**src/rtl/lcd_ctrl_pkg.sv**
```systemverilog
// Shared encodings and constants for the parametrised HD44780-class LCD write controller.
package lcd_ctrl_pkg;

   typedef enum logic [2:0] {
      S_POWERUP,
      S_INIT,
      S_IDLE,
      S_SETUP,
      S_EN,
      S_HOLD,
      S_WAIT
   } lcd_state_e;

   localparam logic [7:0] CMD_CLEAR     = 8'h01;
   // Upper seven bits shared by home (0x02) and its don't-care variant (0x03).
   localparam logic [6:0] CMD_HOME      = 7'b0000001;
   localparam logic [7:0] INIT_BYTE     = 8'h30;
   localparam logic [3:0] INIT_NIB      = 4'h3;
   localparam logic [3:0] INIT_NIB_LAST = 4'h2;
   localparam int         INIT_STEPS_8  = 3;
   localparam int         INIT_STEPS_4  = 4;

   function automatic int max_int(input int a, input int b);
      return (a > b) ? a : b;
   endfunction

endpackage

```
**src/rtl/lcd_ctrl_param_if.sv**
```systemverilog
// Word handshake between the text sequencer and the LCD controller: {rs, byte} with valid/ready.
interface lcd_ctrl_param_if;
   logic [8:0] data;
   logic       data_valid;
   logic       ready;

   modport master (output data, output data_valid, input ready);
   modport slave  (input data, input data_valid, output ready);
endinterface

```
**src/rtl/lcd_timer.sv**
```systemverilog
// Loadable down-counter; done while the count sits at zero.
module lcd_timer #(
   parameter int           W       = 8,
   parameter logic [W-1:0] RST_VAL = '0
) (
   input  logic         clk,
   input  logic         rst,
   input  logic         load,
   input  logic [W-1:0] load_val,
   output logic         done
);

   logic [W-1:0] cnt;

   always_ff @(posedge clk) begin
      if (rst)              cnt <= RST_VAL;
      else if (load)        cnt <= load_val;
      else if (cnt != '0)   cnt <= cnt - 1'b1;
   end

   assign done = (cnt == '0);

endmodule

```
**src/rtl/lcd_ctrl_param.sv**
```systemverilog
// HD44780-class write controller: timed E pulses for 8- or 4-bit bus, long waits for clear/home,
// optional power-on init sequence.
module lcd_ctrl_param
   import lcd_ctrl_pkg::*;
#(
   parameter bit BUS_4BIT    = 1'b0,
   parameter int T_SETUP     = 2,
   parameter int T_EN        = 12,
   parameter int T_HOLD      = 2,
   parameter int T_EXEC      = 2000,
   parameter int T_EXEC_LONG = 80000,
   parameter bit INIT_EN     = 1'b1,
   parameter int T_POWERUP   = 1500000
) (
   input  logic                clk,
   input  logic                rst,
   lcd_ctrl_param_if.slave     bus,
   output logic                lcd_rs,
   output logic                lcd_rw,
   output logic [7:0]          lcd_data,
   output logic                lcd_enable
);

   localparam int T_MAX = max_int(max_int(max_int(T_SETUP, T_EN), max_int(T_HOLD, T_EXEC)),
                                  max_int(T_EXEC_LONG, T_POWERUP));
   localparam int TW = $clog2(T_MAX) + 1;

   localparam logic [TW-1:0] LD_SETUP   = TW'(T_SETUP - 1);
   localparam logic [TW-1:0] LD_EN      = TW'(T_EN - 1);
   localparam logic [TW-1:0] LD_HOLD    = TW'(T_HOLD - 1);
   localparam logic [TW-1:0] LD_EXEC    = TW'(T_EXEC - 1);
   localparam logic [TW-1:0] LD_LONG    = TW'(T_EXEC_LONG - 1);
   localparam logic [TW-1:0] LD_RST     = INIT_EN ? TW'(T_POWERUP - 1) : '0;
   localparam logic [2:0]    N_INIT     = BUS_4BIT ? 3'(INIT_STEPS_4) : 3'(INIT_STEPS_8);

   lcd_state_e    state, state_n;
   logic          ready_q;
   logic [8:0]    word_q;
   logic          second;
   logic          init_run;
   logic [2:0]    init_cnt;
   logic          tmr_load;
   logic [TW-1:0] tmr_val;
   logic          tmr_done;
   logic          accept;
   logic          nib_next;
   logic          long_wait;
   logic [7:0]    init_word;

   lcd_timer #(.W(TW), .RST_VAL(LD_RST)) u_timer (
      .clk      (clk),
      .rst      (rst),
      .load     (tmr_load),
      .load_val (tmr_val),
      .done     (tmr_done)
   );

   assign bus.ready = ready_q;
   assign lcd_rw    = 1'b0;
   assign accept    = ready_q && bus.data_valid;
   assign nib_next  = BUS_4BIT && !second && !init_run;
   // Init steps always take the long wait; user words only for clear/home with rs=0.
   assign long_wait = init_run ||
                      (!word_q[8] && (word_q[7:0] == CMD_CLEAR || word_q[7:1] == CMD_HOME));
   assign init_word = !BUS_4BIT ? INIT_BYTE :
                      {(init_cnt == N_INIT - 3'd1) ? INIT_NIB_LAST : INIT_NIB, 4'h0};

   always_ff @(posedge clk) begin
      if (rst) state <= INIT_EN ? S_POWERUP : S_IDLE;
      else     state <= state_n;
   end

   always_comb begin
      state_n  = state;
      tmr_load = 1'b0;
      tmr_val  = '0;
      case (state)
         S_POWERUP: if (tmr_done) state_n = S_INIT;
         S_INIT: begin
            state_n  = S_SETUP;
            tmr_load = 1'b1;
            tmr_val  = LD_SETUP;
         end
         S_IDLE: if (accept) begin
            state_n  = S_SETUP;
            tmr_load = 1'b1;
            tmr_val  = LD_SETUP;
         end
         S_SETUP: if (tmr_done) begin
            state_n  = S_EN;
            tmr_load = 1'b1;
            tmr_val  = LD_EN;
         end
         S_EN: if (tmr_done) begin
            state_n  = S_HOLD;
            tmr_load = 1'b1;
            tmr_val  = LD_HOLD;
         end
         S_HOLD: if (tmr_done) begin
            tmr_load = 1'b1;
            if (nib_next) begin
               state_n = S_SETUP;
               tmr_val = LD_SETUP;
            end else begin
               state_n = S_WAIT;
               tmr_val = long_wait ? LD_LONG : LD_EXEC;
            end
         end
         S_WAIT: if (tmr_done) begin
            state_n = (init_run && init_cnt != N_INIT) ? S_INIT : S_IDLE;
         end
         default: state_n = S_IDLE;
      endcase
   end

   always_ff @(posedge clk) begin
      if (rst) begin
         ready_q    <= 1'b0;
         lcd_enable <= 1'b0;
         lcd_rs     <= 1'b0;
         lcd_data   <= 8'h00;
         word_q     <= 9'h000;
         second     <= 1'b0;
         init_run   <= 1'b0;
         init_cnt   <= 3'd0;
      end else begin
         ready_q    <= (state_n == S_IDLE);
         lcd_enable <= (state_n == S_EN);
         if (accept) begin
            word_q   <= bus.data;
            lcd_rs   <= bus.data[8];
            lcd_data <= BUS_4BIT ? {bus.data[7:4], 4'h0} : bus.data[7:0];
            second   <= 1'b0;
         end
         if (state == S_HOLD && tmr_done && nib_next) begin
            lcd_data <= {word_q[3:0], 4'h0};
            second   <= 1'b1;
         end
         if (state == S_POWERUP && tmr_done) init_run <= 1'b1;
         if (state == S_INIT) begin
            lcd_rs   <= 1'b0;
            lcd_data <= init_word;
            init_cnt <= init_cnt + 3'd1;
         end
         if (state == S_WAIT && state_n == S_IDLE) init_run <= 1'b0;
      end
   end

endmodule

```
**src/flat_wrapper.sv**
```systemverilog
// flat-port wrapper written by rule: the top's interface ports become plain ports
module lcd_ctrl_param_flat import lcd_ctrl_pkg::*;
#(
   parameter bit BUS_4BIT    = 1'b0,
   parameter int T_SETUP     = 2,
   parameter int T_EN        = 12,
   parameter int T_HOLD      = 2,
   parameter int T_EXEC      = 2000,
   parameter int T_EXEC_LONG = 80000,
   parameter bit INIT_EN     = 1'b1,
   parameter int T_POWERUP   = 1500000
)
  (clk, rst, lcd_rs, lcd_rw, lcd_data, lcd_enable, bus_data, bus_data_valid, bus_ready);
  lcd_ctrl_param_if bus_i ();
  input  logic clk;
  input  logic rst;
  output logic lcd_rs;
  output logic lcd_rw;
  output logic [7:0] lcd_data;
  output logic lcd_enable;
  input wire logic [$bits(bus_i.data)-1:0] bus_data;
  input wire logic [$bits(bus_i.data_valid)-1:0] bus_data_valid;
  output wire logic [$bits(bus_i.ready)-1:0] bus_ready;
  assign bus_i.data = bus_data;
  assign bus_i.data_valid = bus_data_valid;
  assign bus_ready = bus_i.ready;
  lcd_ctrl_param #(.BUS_4BIT(BUS_4BIT), .T_SETUP(T_SETUP), .T_EN(T_EN), .T_HOLD(T_HOLD), .T_EXEC(T_EXEC), .T_EXEC_LONG(T_EXEC_LONG), .INIT_EN(INIT_EN), .T_POWERUP(T_POWERUP)) u_core (.clk(clk), .rst(rst), .bus(bus_i), .lcd_rs(lcd_rs), .lcd_rw(lcd_rw), .lcd_data(lcd_data), .lcd_enable(lcd_enable));
endmodule
```
**config.mk**
```make
export PLATFORM = sky130hd
export DESIGN_NAME = lcd_ctrl_param_flat
export DESIGN_NICKNAME = d
export VERILOG_FILES = /design/src/rtl/lcd_ctrl_pkg.sv /design/src/rtl/lcd_ctrl_param_if.sv /design/src/rtl/lcd_timer.sv /design/src/rtl/lcd_ctrl_param.sv /design/src/flat_wrapper.sv
export SDC_FILE = /design/constraint.sdc
export NUM_CORES = 1
export LEC_CHECK = 0
export ABC_CLOCK_PERIOD_IN_PS = 6700
export CAP_MARGIN = 20
export CELL_PAD_IN_SITES_DETAIL_PLACEMENT = 0
export CELL_PAD_IN_SITES_GLOBAL_PLACEMENT = 1
export CORE_MARGIN = 2
export CORE_UTILIZATION = 46
export CTS_CLUSTER_SIZE = 40
export DETAILED_ROUTE_END_ITERATION = 12
export HOLD_SLACK_MARGIN = 0.05
export PLACE_DENSITY = 0.82
export RECOVER_POWER = 50
export SLEW_MARGIN = 0
export SYNTH_ARGS = -nofsm -noshare
export SYNTH_HDL_FRONTEND = slang
export SYNTH_SLANG_ARGS = --single-unit
```
**constraint.sdc**
```tcl
create_clock -name clk -period 6.7 [get_ports clk]
set_clock_uncertainty 0.1 [all_clocks]
set_input_delay 1.34 -clock clk [delete_from_list [all_inputs] [get_ports clk]]
set_output_delay 1.34 -clock clk [all_outputs]
set_load 0.1 [all_outputs]
```
======== Yosys cells after proc, flatten, opt, wreduce, memory -nomap -nowiden ========
Index checks and enable logic that the tools add are counted.
storage, ports and cells
  register bits ........................... 49
  output and inout port bits .............. 12
operators by class
  add/sub/neg operators ................... 2
  equal/unequal tests ..................... 11
  mux-type cells .......................... 21
  reductions and logical operators ........ 16
operator list
  cell                                                                      number
  22-bit case mux with 5 select lines                                       1
  22-bit two-way mux                                                        3
  22-bit zero test                                                          1
  22-bit nonzero test                                                       1
  22-bit by 1-bit subtractor with 22-bit output (second input constant)     1
  3-bit case mux with 7 select lines                                        1
  3-bit two-way mux                                                         6
  17-bit two-way mux                                                        1
  3-bit equality test (second input constant)                               4
  6-bit two-way mux                                                         2
  3-bit by 2-bit equality test with 1-bit output (second input constant)    3
  8-bit by 1-bit equality test with 1-bit output (second input constant)    1
  7-bit by 1-bit equality test with 1-bit output (second input constant)    1
  1-bit logical AND                                                         5
  1-bit two-way mux                                                         4
  4-bit two-way mux                                                         1
  2-bit nonzero test                                                        2
  2-bit OR reduction                                                        2
  3-bit by 1-bit adder with 3-bit output (second input constant)            1
  3-bit by 1-bit equality test with 1-bit output (second input constant)    1
  3-bit zero test                                                           1
  3-bit by 2-bit inequality test with 1-bit output (second input constant)  1
  1-bit case mux with 3 select lines                                        1
  3-bit OR reduction                                                        1
  3 further kinds                                                           4

======== Depth between registers and ports, before layout ========
Gate-level depths: netlist of the first run.
  word-level depth ........................ 8
  mapped depth ............................ 8
  gate-level depth less buffers ........... 7

======== By module ========
Synthesis of the first run repeated with hierarchy kept, for this count alone.
unflattened totals
  cells, all modules ...................... 304
  area, all modules ....................... 2,526.2 sq um
by module, submodules not included
  module          instances  cells each  area each (sq um)  sequential area each (sq um)
  lcd_timer       1          159         1,331.3            440.4
  lcd_ctrl_param  1          145         1,194.9            540.5

======== Least setup slack after synthesis of the first run ========
Ideal clock, no wire load.
  path type ............................... input-to-reg
  from .................................... input bus_data_valid
  to ...................................... register u_core.u_timer.cnt[19]
  setup time .............................. 70 ps
  arrival ................................. 2,352 ps
  required time ........................... 6,530 ps
  slack ................................... 4,178 ps
  cell stages on the path ................. 5
  cell sequence ........................... a31oi_1 o21bai_1 nor3_1 or4_1 a21oi_1
between the ends
  word-level cells in the longest chain between the ends .. 4
  elaborated cells between the ends (all ways) .. 5
  those cells by class .................... mux (3); reduce/logical (2)
RTL lines
  what                                                      RTL line              source
  start, declared                                           flat_wrapper.sv:22    input wire logic [$bits(bus_i.data_valid)-1:0] bus_data_valid;
  1-bit logical AND (*)                                     lcd_ctrl_param.sv:60  assign accept = ready_q && bus.data_valid;
  1-bit two-way mux (*)                                     lcd_ctrl_param.sv:84  S_IDLE: if (accept) begin
  1-bit case mux with 3 select lines (*)                    lcd_ctrl_param.sv:77  case (state)
  22-bit two-way mux or 2-bit nonzero test (tied branches)  -
  end signal, assigned                                      lcd_timer.sv:17       else if (load) cnt <= load_val;
  end signal, assigned                                      lcd_timer.sv:18       else if (cnt != '0) cnt <= cnt - 1'b1;
  end, declared                                             lcd_timer.sv:13       logic [W-1:0] cnt;
Every way passes the cells marked *; elsewhere a longest branch is shown, timed or not.
A chain may end at the register's enable or synchronous reset.

======== Worst setup path in the final report of the first run ========
  from .................................... register u_core.u_timer.cnt[0]
  to ...................................... register u_core.u_timer.cnt[10]
between the ends
  word-level cells in the longest chain between the ends .. 4
  elaborated cells between the ends (all ways) .. 10
  those cells by class .................... add/sub (1); mux (6); reduce/logical (3)
RTL lines
  what
  branches (longest 4 deep; another with 22-bit by 1-bit subtractor with 22-bit output)
Several ways; the timed one is not identified. The select of a mux whose other input is x is not followed.

==> out/metrics.cfg, run 1 <==
[worst_setup_path]
reg2reg_to = u_core.u_timer.cnt[10]
r2r_start = u_core.u_timer.cnt[0]
cp-end-kind = register
path_cells = inv_1, ha_1, nor3b_1, nand4_1, nor4_1, nand3_1, a21oi_1
r2r_setup_slack_ns = 2.80
cp_slowest_stage_delay_ns = 1.24
rr_worst_depth = 7
cp_slowest_cell = nor4_1
cp-start-kind = register
critical_path_class = reg2reg
path_max_fanout = 13
crit_required_ns = 6.83
crit_arrival_ns = 4.04

[power]
leakage_nw = 0.866
power.density_nw_per_um2 = 215
ir_drop_mv = 0.103

[grt]
grt_pass1_wl_um = 9460
use_met2_pct = 31.9
overflow = 0
track_usage_pct = 19.9
met1_usage_pct = 27.6
antenna_found_initial = 0
grt_max_degree = 26
grt-busiest-layer = met2
grt_pass1_vias = 1981
use_met3_pct = 3.91

[synth]
synth_cell_types = 54
synth_area_leader_cell = dfxtp_1
synth_edf_count = 0
yosysMostFrequentCell = dfxtp_1
avgSynthCellArea_um2 = 8.39
yosysSeqAreaShare_pct = 40.7
netlist_area_um2 = 2410
syn-num-nets = 302
synth_warnings = 0
netlist_instances = 287
async_flop_share_pct = 0
yosys-top-cells-count = dfxtp_1, nand2_1, a21oi_1
ys_ff_latch = 49
synth_top_area_share_pct = 40.7
synth_flop_cell = dfxtp_1
netlist_top_cells_area = dfxtp_1, a21oi_1, nand2_1, o21ai_0, xnor2_1

[sta]
fin_tns_setup_ns = 0
fin_crit_sh_pct = 58.3
rsz0062_at_grt = no
drv_slew = 0
final-hold-violation-count = 0
worst_slew_pin_slew_ns = 1.28
setup-violations-final = 0
slew_headroom_pct = 13.7
fmax_mhz = 256
finalHoldWorstSlack_ns = 0.355
period_needed_ns = 3.90

[min_path]
hp-class = reg2reg
hold_depth = 2
hold_start = u_core.lcd_data[2]
holdPathEnd = u_core.lcd_data[2]

[cts]
cts_hold_buf = 0
tritoncts = yes
clock_latency_ns = 0.30
post_cts_resized = 0
cts_buffers = 5
clkSinkCount = 49
clk_path_buf_depth = 2
htreeDepth = 2
post_cts_buffers = 0
root_buffer = clkbuf_8
cts.clk_slew.worst_paths_ns = 0.09

[drt]
drt_wl_total_um = 5410
antenna_left = 0
wl_per_cell_um = 14.4
vias_per_cell = 5.55
routed-via-count = 2082
first_pass_iters = 4
drt_iter0_drc = 111
drc_errors = 0

[finish]
final_nets = 319
multi_input_area_um2 = 1300
area_growth_pct = 12.4
regArea_um2 = 981
drive_above_1_share_pct = 6.23
fillers = 513
n_antenna_cell = 0

[floorplanning]
num_rows = 26
initial_utilization_pct = 47.5
dieArea_um2 = 5830
die-height_um = 76.4
die-width_um = 76.4
coreArea_um2 = 5070
io_pins = 24

[placement]
port_buffers = 22
gp_congestion = 0.815
dp_hpwl_um = 3870

[run]
drv_cap = 0

[status]
outcome = finished, final reports clean

-- power by group --
| group | total (W) | internal [W] | switching, W |
|---|---|---|---|
| registers | 0.000325 | 0.000307 | 0.0000176 |
| clock network | 0.000168 | 0.0000744 | 0.0000933 |
| logic | 0.0000908 | 0.0000326 | 0.0000582 |
| total | 0.000583 | 0.000414 | 0.000169 |
-- worst max path at each step --
stage / startpoint / to / slack (ns)
floorplan: bus_data_valid / u_core.u_timer.cnt[19] / 4.18
global placement: bus_data_valid / u_core.u_timer.cnt[6] / 3.22
detailed placement: bus_data_valid / u_core.u_timer.cnt[1] / 3.11
CTS: u_core.bus.ready / bus_ready / 3.39
global route: u_core.u_timer.cnt[0] / u_core.u_timer.cnt[7] / 2.59
finish: u_core.u_timer.cnt[0] / u_core.u_timer.cnt[10] / 2.80
-- logic make-up after synthesis --
family	after synthesis	share of synthesized area, %
xor+xnor	12	4.36
mux	1	0.416
simple gates	114	26.6
buf+inv	21	4.05
flops	49	40.7
fa+ha+maj	3	1.56
other cells	1	0.156
compound gates	86	22.1
-- sequential cells by signal (all words and copies together), names as in the netlist --
signal,count
u_core.state,3
u_core.word_q,9
u_core.init_run,1
u_core.lcd_enable,1
u_core.bus.ready,1
u_core.init_cnt,3
u_core.lcd_data,8
u_core.u_timer.cnt,22
u_core.lcd_rs,1
-- layout make-up --
| type | count | area share [%] |
|---|---|---|
| Sequential cell | 49 | 36.2 |
| Clock buffer | 8 | 2.96 |
| Multi-Input combinational cell | 217 | 48.2 |
| Inverter | 8 | 1.11 |
| Tap cell | 70 | 3.24 |
| Timing Repair Buffer | 23 | 8.28 |
-- per-stage QoR --
| step | util [%] | cells | setup slack, ns | area [um2] | power [W] |
|---|---|---|---|---|---|
| after floorplan | - | 287 | 4.18 | 2410 | 0.000399 |
| after global placement | 52.3 | 367 | 3.22 | 2660 | 0.000423 |
| after detailed placement | 52.3 | 367 | 3.11 | 2660 | 0.000423 |
| after CTS | 53.9 | 375 | 3.39 | 2740 | 0.000588 |
| after global routing | 53.3 | 375 | 2.59 | 2710 | 0.000608 |
| final | 53.3 | 375 | 2.80 | 2710 | 0.000583 |
-- cells in the final DEF, fill, tap and decap left out, types with 2 or more instances in the layout --
master,netlist,layout
clkdlybuf4s50_1,0,21
nand2b_1,3,3
xor2_1,3,3
nor3_1,9,9
nor4_4,3,2
a31oi_1,6,6
nand2_1,45,45
xnor2_1,9,9
a211oi_1,2,2
or2_2,3,3
nor2_1,12,12
and3_1,2,2
nand3_1,5,5
o21a_1,3,3
o31ai_1,4,4
or3_4,2,2
inv_1,8,8
or3_1,7,7
ha_1,3,3
dfxtp_1,49,49
clkbuf_1,8,4
or4_1,3,3
nand4b_1,2,2
o21ai_0,17,18
nor4_1,5,6
clkbuf_8,0,5
nor2b_1,3,3
a211oi_2,2,2
nand4_1,2,3
a21oi_1,38,38
-- critical path, delay by kind of cell, from the launching register on --
family,cells,cell delay (ns)
AND/OR/NAND/NOR,4,2.86
flip-flops,1,0.35
AO/OA/AOI/OAI,1,0.22
adder cells (fa/ha/maj),1,0.20
buffers and inverters,1,0.10
-- per-layer routing --
metal,vias to the layer above,part of all wire (%)
met5,-,0
met4,0,1.0
met3,5,3.6
met2,40,44
met1,977,51
li1,1060,-
(Power assumes the default switching activity.)
==> inputs of run 2 (changes only) <==
--- a/config.mk
+++ b/config.mk
@@ -5,16 +5,16 @@
 export SDC_FILE = /design/constraint.sdc
 export NUM_CORES = 1
 export LEC_CHECK = 0
-export ABC_CLOCK_PERIOD_IN_PS = 6700
+export ABC_CLOCK_PERIOD_IN_PS = 3670
 export CAP_MARGIN = 20
 export CELL_PAD_IN_SITES_DETAIL_PLACEMENT = 0
 export CELL_PAD_IN_SITES_GLOBAL_PLACEMENT = 1
 export CORE_MARGIN = 2
-export CORE_UTILIZATION = 46
+export CORE_UTILIZATION = 42
 export CTS_CLUSTER_SIZE = 40
 export DETAILED_ROUTE_END_ITERATION = 12
 export HOLD_SLACK_MARGIN = 0.05
-export PLACE_DENSITY = 0.82
+export PLACE_DENSITY = 0.76
 export RECOVER_POWER = 50
 export SLEW_MARGIN = 0
 export SYNTH_ARGS = -nofsm -noshare
==> constraint.sdc (replaced) <==
create_clock -name clk -period 3.67 [get_ports clk]
set_clock_uncertainty 0.1 [all_clocks]
set_input_delay 0.734 -clock clk [delete_from_list [all_inputs] [get_ports clk]]
set_output_delay 0.734 -clock clk [all_outputs]
set_load 0.1 [all_outputs]
==> run 2 against run 1 <==
Against the previous run: hold slack better by 0.0012 ns; sequential share of layout area is 0.46 points lower; fmax grew 31%; utilization decreased by 3.5 points; cell count is 1.1% higher; sequential power rose by 83%; non-clock buffer count rose by 2; highest routed layer unchanged.
==> out/metrics.cfg, run 2 (synthesis gave the netlist of run 1 again) <==
[drt]
drc_errors = 0
antenna_left = 0
first_pass_iters = 4
wl_per_cell_um = 14.8
drt_iter0_drc = 100
routed-via-count = 2104
vias_per_cell = 5.55
drt_wl_total_um = 5590

[cts]
clkSinkCount = 49
post_cts_buffers = 0
post_cts_resized = 0
cts_hold_buf = 0
cts.clk_slew.worst_paths_ns = 0.09
clock_latency_ns = 0.30
clk_path_buf_depth = 2
cts_buffers = 5
tritoncts = yes
htreeDepth = 2
root_buffer = clkbuf_8

[grt]
antenna_found_initial = 0
grt_pass1_vias = 1956
grt_pass1_wl_um = 9340
grt_max_degree = 26
overflow = 0
track_usage_pct = 18.9

[finish]
final_nets = 321
drive_above_1_share_pct = 8.47
regMostFlops = u_core.u_timer.cnt
final_common_cell = dfxtp_1
fillers = 552
largestRegisters = u_core.u_timer.cnt (22), u_core.word_q (9), u_core.lcd_data (8)
area_growth_pct = 13.8
n_antenna_cell = 0
stdcell_area_um2 = 2740
stdcell_count = 379
final_cell_mix = dfxtp_1, nand2_1, a21oi_1
largest_reg_flops = 22

[worst_setup_path]
path_buf_inv = 3
crit_required_ns = 3.74
path_cells = inv_1, ha_1, or3b_1, nor4_1, a31oi_1, buf_4, inv_1, o21ai_0
crit_arrival_ns = 3.06
cp_slowest_stage_delay_ns = 1.02
crit_top_cell = inv_1
critical_path_class = reg2reg
path_delay_family = simple AND/OR/NAND/NOR gates
cp_slowest_cell = nor4_1
path_max_fanout = 11
cp-start-kind = register
cp-end-kind = register

[power]
ir_drop_mv = 0.172
power.density_nw_per_um2 = 389
leakage_nw = 0.904

[floorplanning]
dieArea_um2 = 6360
initial_utilization_pct = 43.7
die-width_um = 79.7
die-height_um = 79.7
coreArea_um2 = 5510
io_pins = 24
num_rows = 27

[placement]
port_buffers = 22
preCtsSetupSlack_ns = 1.08
gp_congestion = 0.749
dp_hpwl_um = 4090
place_area_um2 = 2670
dp.cells = 371

[sta]
final-hold-violation-count = 0
drv_slew = 0
period_needed_ns = 2.99
fin_ws_ns = 0.680
fmax_mhz = 334
fin_crit_sh_pct = 81.5
fin_tns_setup_ns = 0
worst_slew_pin_slew_ns = 1.19
rsz0062_at_grt = no
slew_headroom_pct = 20.2
setup-violations-final = 0

[run]
drv_cap = 0

[status]
outcome = finished, final reports clean

[min_path]
hp-class = reg2reg

## run 2: cell types whose count changed in the layout (fill, tap and decap cells not counted), moves of 2 or more
cell / delta
clkinv_2: +2
buf_4: +3
clkbuf_1: -3
dlygate4sd3_1: +2
clkdlybuf4s50_1: -2
## run 2: report_power, final
part           internal (W)  leakage [nW]  switching (W)
clock              0.000132        0.0450       0.000175
sequential         0.000561         0.397      0.0000330
combinational     0.0000607         0.461       0.000106
total              0.000754         0.904       0.000314
## run 2: worst paths after layout
| path | from | end | slack [ns] | cells after the start |
|---|---|---|---|---|
| min reg2reg | u_core.word_q[1] | u_core.word_q[1] | 0.36 | 2 |
| min | u_core.word_q[1] | u_core.word_q[1] | 0.36 | 2 |
| max reg2reg | u_core.u_timer.cnt[0] | u_core.u_timer.cnt[15] | 0.68 | 8 |
| max | u_core.u_timer.cnt[0] | u_core.u_timer.cnt[15] | 0.68 | 8 |
## run 2: layout make-up
| class | instances | area (um2) | area share (%) |
|---|---|---|---|
| Sequential cell | 49 | 981 | 35.8 |
| Clock inverter | 2 | 10.0 | 0.365 |
| Clock buffer | 6 | 72.6 | 2.65 |
| Tap cell | 72 | 90.1 | 3.29 |
| Inverter | 8 | 30.0 | 1.10 |
| Timing Repair Buffer | 25 | 243 | 8.85 |
| Multi-Input combinational cell | 217 | 1320 | 48.0 |
## run 2: metal layers
layer	routed length [um]	GRT usage, %	vias up
met1	2760	25.2	994
met2	2590	30.2	35
li1	-	-	1071
met3	191	4.30	4
met4	55	6.38	0
met5	0	0	-
## run 2: worst reg2reg max path: cells and delay by family, from the launching register on
kind | cells | cell delay (ns)
and+or+nand+nor | 2 | 1.42
DFF | 1 | 0.34
adders and majority gates | 1 | 0.20
buffers and inverters | 3 | 0.51
AOI/OAI and AO/OA | 2 | 0.28
## run 2: per-stage QoR
stage | utilization [%] | power [W] | hold WS (ns)
after floorplan | - | 0.000728 | 0.331
after global placement | 48.6 | 0.000774 | 0.341
after detailed placement | 48.6 | 0.000775 | 0.345
after CTS | 50.1 | 0.00108 | 0.357
after global routing | 49.8 | 0.00112 | 0.374
final | 49.8 | 0.00107 | 0.356
==> inputs of run 3 (changes only) <==
--- a/config.mk
+++ b/config.mk
@@ -5,16 +5,16 @@
 export SDC_FILE = /design/constraint.sdc
 export NUM_CORES = 1
 export LEC_CHECK = 0
-export ABC_CLOCK_PERIOD_IN_PS = 3670
+export ABC_CLOCK_PERIOD_IN_PS = 2700
 export CAP_MARGIN = 20
 export CELL_PAD_IN_SITES_DETAIL_PLACEMENT = 0
 export CELL_PAD_IN_SITES_GLOBAL_PLACEMENT = 1
 export CORE_MARGIN = 2
-export CORE_UTILIZATION = 42
+export CORE_UTILIZATION = 38
 export CTS_CLUSTER_SIZE = 40
 export DETAILED_ROUTE_END_ITERATION = 12
 export HOLD_SLACK_MARGIN = 0.05
-export PLACE_DENSITY = 0.76
+export PLACE_DENSITY = 0.73
 export RECOVER_POWER = 50
 export SLEW_MARGIN = 0
 export SYNTH_ARGS = -nofsm -noshare
==> constraint.sdc (replaced) <==
create_clock -name clk -period 2.7 [get_ports clk]
set_clock_uncertainty 0.1 [all_clocks]
set_input_delay 0.54 -clock clk [delete_from_list [all_inputs] [get_ports clk]]
set_output_delay 0.54 -clock clk [all_outputs]
set_load 0.1 [all_outputs]
==> run 3 against run 2 <==
Against the previous run: total power up 57%; cell count up 3.4%; global-route usage is 1.8 points lower; setup slack worse by 0.32 ns; routed wire length increased by 2.2%; sequential share of layout area shrank 0.86 points; non-clock buffer count grew 8; die area increased by 10%; register-to-register slack worse by 0.32 ns; sequential power is 36% higher; fmax rose by 28%.
==> out/metrics.cfg, run 3 (synthesis gave the netlist of run 1 again) <==
[status]
outcome = finished, final reports clean

[drt]
vias_per_cell = 5.41
drc_errors = 0
wl_per_cell_um = 14.6
first_pass_iters = 4
drt_iter0_drc = 73
drt_wl_total_um = 5720
antenna_left = 0
routed-via-count = 2120

[worst_setup_path]
cp-end-kind = register
crit_required_ns = 2.85
cp-start-kind = register
path_max_fanout = 6
crit_arrival_ns = 2.49
critical_path_class = reg2reg

[sta]
worst_slew_pin_slew_ns = 1.17
setup-violations-final = 0
fin_tns_setup_ns = 0
period_needed_ns = 2.34
fin_ws_ns = 0.359
final-hold-violation-count = 0
fmax_mhz = 427
drv_slew = 0
slew_headroom_pct = 22.3
rsz0062_at_grt = no
fin_crit_sh_pct = 86.7

[floorplanning]
num_rows = 29
coreArea_um2 = 6240
io_pins = 24
initial_utilization_pct = 38.6
die-width_um = 83.6
dieArea_um2 = 6990
die-height_um = 83.6

[cts]
post_cts_resized = 0
tritoncts = yes
htreeDepth = 2
cts_hold_buf = 0
post_cts_buffers = 0
clk_path_buf_depth = 2
cts.clk_slew.worst_paths_ns = 0.11
clock_latency_ns = 0.31
root_buffer = clkbuf_8
clkSinkCount = 49
cts_buffers = 5

[grt]
grt_pass1_wl_um = 9800
grt_pass1_vias = 2039
antenna_found_initial = 0
overflow = 0
track_usage_pct = 17.1
grt_max_degree = 25

[placement]
port_buffers = 22
gp_congestion = 0.784
dp_hpwl_um = 4190
preCtsSetupSlack_ns = 0.335

[finish]
multi_input_area_um2 = 1330
final_nets = 329
largest_reg_flops = 22
largestRegisters = u_core.u_timer.cnt (22), u_core.word_q (9), u_core.lcd_data (8)
regArea_um2 = 981
final_common_cell = dfxtp_1
area_growth_pct = 16.6
regMostFlops = u_core.u_timer.cnt
fillers = 656
drive_above_1_share_pct = 11.4
final_cell_mix = dfxtp_1, nand2_1, a21oi_1
n_antenna_cell = 0

[power]
power.density_nw_per_um2 = 597
ir_drop_mv = 0.250
p_seq_share_pct = 48.1
p_int_w = 0.00121
pwr-share-comb_pct = 13.3
leakage_nw = 0.944
power_switching_w = 0.000465
switching_share_pct = 27.7
clkPwrFrac_pct = 38.6

[min_path]
hp-class = reg2reg

[run]
drv_cap = 0

==> run 3: layout make-up <==
| class | instances | share of cell area (%) |
|---|---|---|
| Clock inverter | 3 | 2.45 |
| Tap cell | 77 | 3.43 |
| Sequential cell | 49 | 34.9 |
| Inverter | 8 | 1.07 |
| Clock buffer | 5 | 2.45 |
| Timing Repair Buffer | 33 | 8.33 |
| Multi-Input combinational cell | 217 | 47.3 |
==> run 3: worst paths after layout <==
path | startpoint | to | slack [ns] | depth (start not counted)
setup reg to reg | u_core.u_timer.cnt[0] | u_core.state[0] | 0.36 | 7
hold reg to reg | u_core.word_q[0] | u_core.word_q[0] | 0.36 | 2
setup / recovery | u_core.u_timer.cnt[0] | u_core.state[0] | 0.36 | 7
hold / removal | u_core.word_q[0] | u_core.word_q[0] | 0.36 | 2
==> run 3: power groups by stage <==
stage          sequential [W]  clock (W)  combinational [W]
2_1_floorplan        0.000861          0           0.000129
3_3_place_gp         0.000822          0           0.000232
3_5_place_dp         0.000823          0           0.000231
4_1_cts              0.000806   0.000657           0.000231
5_1_grt              0.000814   0.000690           0.000244
6_report             0.000806   0.000647           0.000224
==> run 3: worst max-delay path, cell delays in order, from the launching register on <==
cell      delay [ns]
dfxtp_1         0.34
inv_1           0.09
ha_1            0.20
or3b_1          0.42
nor4_4          0.46
a211oi_1        0.15
a221oi_2        0.32
and3_1          0.20
==> run 3: metrics by stage <==
stage | power [W] | area, um2 | std cells | hold slack, ns | util, %
floorplan | 0.000990 | 2410 | 287 | 0.331 | -
global placement | 0.00105 | 2710 | 384 | 0.339 | 43.5
detailed placement | 0.00105 | 2710 | 384 | 0.347 | 43.5
CTS | 0.00169 | 2850 | 392 | 0.361 | 45.7
global route | 0.00175 | 2810 | 392 | 0.385 | 45.0
finish | 0.00168 | 2810 | 392 | 0.359 | 45.0
==> run 3: routing by layer <==
metal | up-vias | track usage (%) | wire length [um]
met5 | - | 0 | 0
met4 | 0 | 4.40 | 30
met3 | 2 | 3.26 | 155
met2 | 30 | 28.7 | 2750
met1 | 1001 | 22.7 | 2780
li1 | 1087 | - | -
